<file path="src/rtl/ex_issue_stage.sv">
// Execute-stage issue/capture unit in front of the ALU: holds operands and op, negates sub operands,
// captures the result with a true zero flag. Optional writeback forwarding is enabled by EX_ISSUE_FWD_EN.
module ex_issue_stage #(
   parameter int WIDTH    = 32,
   parameter int REG_BITS = 5
) (
   input  logic                clk,
   input  logic                rst_n,
   input  logic                in_valid,
   output logic                in_ready,
   input  logic [WIDTH-1:0]    in_a,
   input  logic [WIDTH-1:0]    in_b,
   input  logic [1:0]          in_alu_op,
   input  logic [REG_BITS-1:0] in_rd,
   input  logic [REG_BITS-1:0] in_rs1,
   input  logic [REG_BITS-1:0] in_rs2,
   output logic [WIDTH-1:0]    alu_a,
   output logic [WIDTH-1:0]    alu_b,
   output logic [1:0]          alu_op,
   input  logic [WIDTH-1:0]    alu_result,
   input  logic                alu_op_done,
   output logic                out_valid,
   input  logic                out_ready,
   output logic [WIDTH-1:0]    out_result,
   output logic                out_zero,
   output logic [REG_BITS-1:0] out_rd,
   output logic                busy
);

   typedef enum logic [1:0] {
      IDLE,
      EXEC,
      WAIT,
      FULL
   } state_t;

   localparam logic [1:0] OP_SUB = 2'b01;
   localparam logic [1:0] OP_NOP = 2'b11;

   state_t              state;
   state_t              state_next;
   logic [WIDTH-1:0]    a_q;
   logic [WIDTH-1:0]    b_q;
   logic [1:0]          op_q;
   logic [REG_BITS-1:0] rd_q;
   logic [WIDTH-1:0]    result_q;
   logic                zero_q;
   logic [REG_BITS-1:0] out_rd_q;

   logic                accept;
   logic                capture;
   logic                release_out;
   logic [WIDTH-1:0]    a_sel;
   logic [WIDTH-1:0]    b_sel;
   logic [WIDTH-1:0]    b_latch;
   logic [WIDTH-1:0]    capture_value;

   assign accept      = in_valid && in_ready;
   assign capture     = (state == WAIT) && alu_op_done;
   assign release_out = (state == FULL) && out_ready;

`ifdef EX_ISSUE_FWD_EN
   logic                fwd_valid;
   logic [WIDTH-1:0]    fwd_data;
   logic [REG_BITS-1:0] fwd_rd;

   // Remember the last result writeback actually took, so a dependent op can bypass the register file.
   always_ff @(posedge clk) begin
      if (!rst_n) begin
         fwd_valid <= 1'b0;
         fwd_data  <= '0;
         fwd_rd    <= '0;
      end else if (release_out) begin
         fwd_valid <= 1'b1;
         fwd_data  <= result_q;
         fwd_rd    <= out_rd_q;
      end
   end

   assign a_sel = (fwd_valid && (in_rs1 != '0) && (in_rs1 == fwd_rd)) ? fwd_data : in_a;
   assign b_sel = (fwd_valid && (in_rs2 != '0) && (in_rs2 == fwd_rd)) ? fwd_data : in_b;
`else
   logic unused_rs;

   assign unused_rs = ^{in_rs1, in_rs2};
   assign a_sel     = in_a;
   assign b_sel     = in_b;
`endif

   // The ALU adder has no carry-in, so subtraction is done by handing it the two's complement of b.
   assign b_latch       = (in_alu_op == OP_SUB) ? ((~b_sel) + WIDTH'(1)) : b_sel;
   assign capture_value = (op_q == OP_NOP) ? '0 : alu_result;

   always_ff @(posedge clk) begin
      if (!rst_n) begin
         state <= IDLE;
      end else begin
         state <= state_next;
      end
   end

   always_comb begin
      state_next = state;
      case (state)
         IDLE: begin
            if (accept) begin
               state_next = EXEC;
            end
         end
         EXEC: begin
            state_next = WAIT;
         end
         WAIT: begin
            if (alu_op_done) begin
               state_next = FULL;
            end
         end
         FULL: begin
            if (out_ready) begin
               state_next = IDLE;
            end
         end
         default: begin
            state_next = IDLE;
         end
      endcase
   end

   always_ff @(posedge clk) begin
      if (!rst_n) begin
         a_q      <= '0;
         b_q      <= '0;
         op_q     <= OP_NOP;
         rd_q     <= '0;
         result_q <= '0;
         zero_q   <= 1'b1;
         out_rd_q <= '0;
      end else begin
         if (accept) begin
            a_q  <= a_sel;
            b_q  <= b_latch;
            op_q <= in_alu_op;
            rd_q <= in_rd;
         end
         if (capture) begin
            result_q <= capture_value;
            zero_q   <= (capture_value == '0);
            out_rd_q <= rd_q;
         end
      end
   end

   // Outside IDLE the held op stays on the ALU; in IDLE a nop keeps it quiet with op_done asserted.
   assign alu_a      = a_q;
   assign alu_b      = b_q;
   assign alu_op     = (state == IDLE) ? OP_NOP : op_q;
   assign in_ready   = (state == IDLE);
   assign busy       = (state != IDLE);
   assign out_valid  = (state == FULL);
   assign out_result = result_q;
   assign out_zero   = zero_q;
   assign out_rd     = out_rd_q;

endmodule

</file>
<file path="config.mk">
export PLATFORM = sky130hd
export DESIGN_NAME = ex_issue_stage
export DESIGN_NICKNAME = d
export VERILOG_FILES = /design/src/rtl/ex_issue_stage.sv
export SDC_FILE = /design/constraint.sdc
export NUM_CORES = 1
export LEC_CHECK = 0
export BUFFER_PORTS_ARGS = -buffer_cell sky130_fd_sc_hd__buf_2
export CAP_MARGIN = 20
export CORE_ASPECT_RATIO = 1.75
export CORE_UTILIZATION = 50
export DETAILED_ROUTE_END_ITERATION = 6
export HOLD_SLACK_MARGIN = 0.12
export PLACE_DENSITY = 0.91
export SYNTH_ARGS = -nofsm -noshare
export SYNTH_HDL_FRONTEND = slang
export SYNTH_SLANG_ARGS = --single-unit
</file>
<file path="constraint.sdc">
create_clock -name clk -period 3.6 [get_ports clk]
set_clock_uncertainty 0.15 [all_clocks]
set_input_delay 0.36 -clock clk [delete_from_list [all_inputs] [get_ports clk]]
set_output_delay 0.36 -clock clk [all_outputs]
set_load 0.05 [all_outputs]
</file>
Word level (Yosys, flattened, before mapping). Cells that the tools add are included.

Register bits after elaboration: 111. Bits in latches: 0. Bits in writable memories: 0. ROM bits: 0. Output and inout bits: 107. Word-level logic and storage cells: 31. Memories: 0.

Add/subtract/negate cells: 1. Multipliers: 0. Div/mod/pow operators: 0. Magnitude comparators: 0. Eq/ne operators: 8. Shifts and indexed selects: 0. Multiplexer cells: 7. Bitwise operators: 1. Reduce and logical (&&, ||, !) cells: 6.

Operator list (count): $mux 32 (2); $add 32x1->32 const B (1); $logic_not 32->1 (1); $not 32->32 (1); $mux 2 (4); $pmux 2 s4 (1); $eq 2x2->1 const B (3); $eq 2x1->1 const B (2); $ne 2x1->1 const B (2); $reduce_and 3->1 (1); $logic_and 1x1->1 (2); $logic_not 2->1 (1); $ne 2x2->1 const B (1); $reduce_bool 2->1 (1).

Logic depth before layout (Yosys ltp).
Word-level depth: 4. Depth in mapped cells: 9. Depth with buffers taken out: 7.

Worst setup path before layout. No wires, ideal clock.

Path kind: reg2reg. Start: register state[0]. End: register a_q[0] (netlist: alu_a[0]). Arrival: 1961 ps. Required time: 3379 ps. Path slack: 1418 ps. Stages on the path, launching flop included: 9. Path buffers: 3. Cell sequence: dfxtp_1 inv_1 ha_1 and2_1 buf_6 clkbuf_1 clkbuf_1 nand2_1 a21oi_1.

Longest elaborated chain between the ends: 2.

Ends and longest elaborated chain: from (decl) (RTL line 40) `state_t state;`; from (signal assigned) (RTL line 98) `state <= state_next;`; $logic_not 2->1 (RTL line 157) `assign in_ready = (state == IDLE);`; net in_ready (RTL line 10) `output logic in_ready,`; $logic_and 1x1->1 (RTL line 58) `assign accept = in_valid && in_ready;`; to (signal assigned) (RTL line 140) `a_q <= a_sel;`; to (decl) (RTL line 42) `logic [WIDTH-1:0] a_q;`.

The timed path passes the listed nets, and every way through them passes these cells. A chain may end at the register's enable or synchronous reset.

Final worst setup path.
Start: register state[0]. End: register b_q[18] (netlist: alu_b[18]).

Longest elaborated chain between the ends: 2.

Ends and longest elaborated chain: $logic_not 2->1 (RTL line 157); $logic_and 1x1->1 (RTL line 58); to (signal assigned) (RTL line 141) `b_q <= b_latch;`; to (decl) (RTL line 43) `logic [WIDTH-1:0] b_q;`.

No other way between the ends.

==> run metrics <==
status complete, no violations; Crit Path Category flip-flop to flip-flop; vias after detailed routing 5162; Vias/cell 5.62; largest net degree at the start of global routing 69; area leader, netlist dfxtp_1; Max H-tree Level 3; Port Buffers 214; Finished Cell Area 6440 um2; Synth Net Count 679; Power per Cell Area 613 nW/um2; yosys warns 0; number of DRC markers in iteration 0 269; Pre-antenna DRT Iters 5; Cell Area, Synth 4630 um2; number of flops mapped to enable cells by yosys 0; final critical-path share of the clock period 67.5%; Worst Slack Setup Final 1170 ps; post-synth top area share 48.0%; CP arrival 2540 ps; Worst EP required 3710 ps; total track usage 29.7%; die width 74.7 um; Core Area 9040 um2; Starting Density 51.2%; vias in the first global route 4806; crit-path max FO 36; sequential element share of the synthesized area 48.0%; Die ar. 9660 um2; min cycle time layout 2430 ps; Switch Pwr 1610 uW; GR peak layer met2; pre-CTS setup slack 1170 ps; critical-path cell list inv_1, ha_1, and2_2, nor2_1, nand2_1, o21ai_0; Detail Placement HPWL 10200 um; die height 129 um; placed instance area 5750 um2; relative slew slack 36.4%; TritonCTS buffer count 9; DRC viols 0; final setup fails 0; Setup TNS 0 ps; Logic pwr share 36.7%; layout cells sized above 1 31.5%; # Max-Cap Violations 0; asr flop ratio synth 0%; Resized Gates After CTS 0; peak supply drop 0.406 mV; Area contributors post-synth dfxtp_1, nand2_1, a21oi_1, a22oi_1, nor2_1; most common flop cell mapped by yosys dfxtp_1; CTS clock-pin slew for the worst setup and hold paths 70 ps; Post-Route WL 15000 um; Hold WS 129 ps; critical path's slowest cell nor2_1; synthesized instance count 557; grt met1 use 28.6%; Synth cell types 44; GP Congestion 0.899; critical path capture point type flip-flop; CP max stage delay 810 ps; I/O pins 225; grt ovf 0; Tightest Pin Transition 951 ps; CTS tree built; leakage 0.00287 uW; RSZ-0062 raised after global routing no; average size of a mapped cell 8.31 um2; maximum clock rate 0.411 GHz; Root Driver clkbuf_16; DR WL/cell 16.3 um; Fin. Hold Viols 0; GR Util met2 53.1%; sequential share of power 37.8%; Clock Sink Count 111; Final Max Slew Viols 0; initial antenna violation count 1; P_int 2340 uW; met3 GRT Util 6.07%; class of the most critical hold timing path input port to flip-flop; Max clock buf depth 2; Worst-Skew Late Latency 340 ps; crit path launch type flip-flop; Yosys reg bits 111; Switching Fraction 40.7%; Final nets 914; Synth-to-Final Area Change 39.1%; clock group share of total power 25.5%; first-pass GRT wire length 21800 um; std cell rows 46; antenna-violating nets left 0
==> metal layers <==
layer | vias up | routed length, um
met5 | - | 0
met4 | 0 | 861
met2 | 267 | 7910
li1 | 2421 | -
met3 | 71 | 891
met1 | 2403 | 5290
==> metrics by stage <==
stage / cells / total power (uW) / utilization, %
floorplan: 557 / 2550 / -
global placement: 863 / 2870 / 63.6
detailed placement: 863 / 2910 / 63.6
CTS: 916 / 3950 / 71.1
global route: 918 / 4120 / 71.3
finish: 918 / 3950 / 71.3
==> worst max-delay path: cells and delay by family (launching register included) <==
kind                       cells  cell delay [ps]
buffers and inverters          1               70
adders and majority gates      1              260
AOI/OAI and AO/OA              1              120
DFF                            1              360
and+or+nand+nor                3             1370
==> cell usage in the layout (no fill, tap or decap), drive strengths merged <==
master / n
inv: 8
o31ai: 6
dfxtp: 111
a21oi: 55
o21ai: 24
o41ai: 4
or4: 2
clkinvlp: 2
a311oi: 2
xnor2: 12
nor3: 10
a211o: 4
buf: 222
and2: 5
clkbuf: 12
nor3b: 1
bufinv: 1
clkinv: 1
nor4: 17
nand3: 4
nand4: 6
o22ai: 1
nand2: 120
dlygate4sd3: 38
diode: 1
nor2: 53
mux2i: 2
ha: 4
a22oi: 34
nor2b: 3
o311ai: 1
a211oi: 5
xor2: 13
or3: 3
a31oi: 5
o211ai: 3
nand2b: 1
or2: 2
==> repair_timing <==
item	in CTS	in global routing
hold buffers	37	1
buffers inserted	0	0
hold endpoints to repair	37	1
==> registers in the layout, summed over array words and instances, names as in the netlist <==
register and cells:
alu_a 32, alu_b 32, op_q 2, out_rd 5, out_result 32, out_zero 1
rd_q 5, state 2
==> Yosys cell counts (all sizes together), types with 3 or more instances <==
cell type	number
a211o	4
a211oi	5
a21oi	55
a22oi	34
a31oi	5
and2	5
buf	7
clkbuf	29
dfxtp	111
ha	4
inv	8
nand2	120
nand3	4
nand4	6
nor2	53
nor2b	3
nor3	10
nor4	17
o211ai	3
o21ai	24
o31ai	6
o41ai	4
or3	3
xnor2	12
xor2	13
==> cell type report <==
class                           instances  area, um2
Clock inverter                          4       53.8
Tap cell                              120        150
Inverter                                8       30.0
Multi-Input combinational cell        402       2210
Antenna cell                            1       2.50
Timing Repair Buffer                  260       1510
Sequential cell                       111       2220
Clock buffer                           12        256
Fill cell                             682       2600
==> kinds of logic (layout without fill, tap and decap cells) <==
| family | after synthesis | in the layout | synth area share, % |
|---|---|---|---|
| and+or+nand+nor | 227 | 227 | 21.6 |
| muxes | 2 | 2 | 0.432 |
| AOI/OAI and AO/OA | 144 | 144 | 19.8 |
| xor gates and xnor gates | 25 | 25 | 4.73 |
| adders and majority gates | 4 | 4 | 1.08 |
| DFF | 111 | 111 | 48.0 |
| buffers and inverters | 44 | 284 | 4.32 |
| other | 0 | 1 | 0 |
==> path summary, 6_finish.rpt <==
path | startpoint | to | slack, ps | cells past startpoint
max | state[0] | alu_b[18] | 1170 | 6
min | in_rd[3] | rd_q[3] | 130 | 3
max reg2reg | state[0] | alu_b[18] | 1170 | 6
min reg2reg | alu_b[10] | alu_b[10] | 300 | 2
==> power groups by stage <==
stage | Sequential [uW] | Combinational (uW) | Clock (uW)
global placement | 1510 | 1370 | 0
floorplan | 2030 | 519 | 0
detailed placement | 1520 | 1400 | 0
global route | 1510 | 1530 | 1080
finish | 1490 | 1450 | 1010
CTS | 1490 | 1430 | 1030
(Power assumes the default switching activity.)
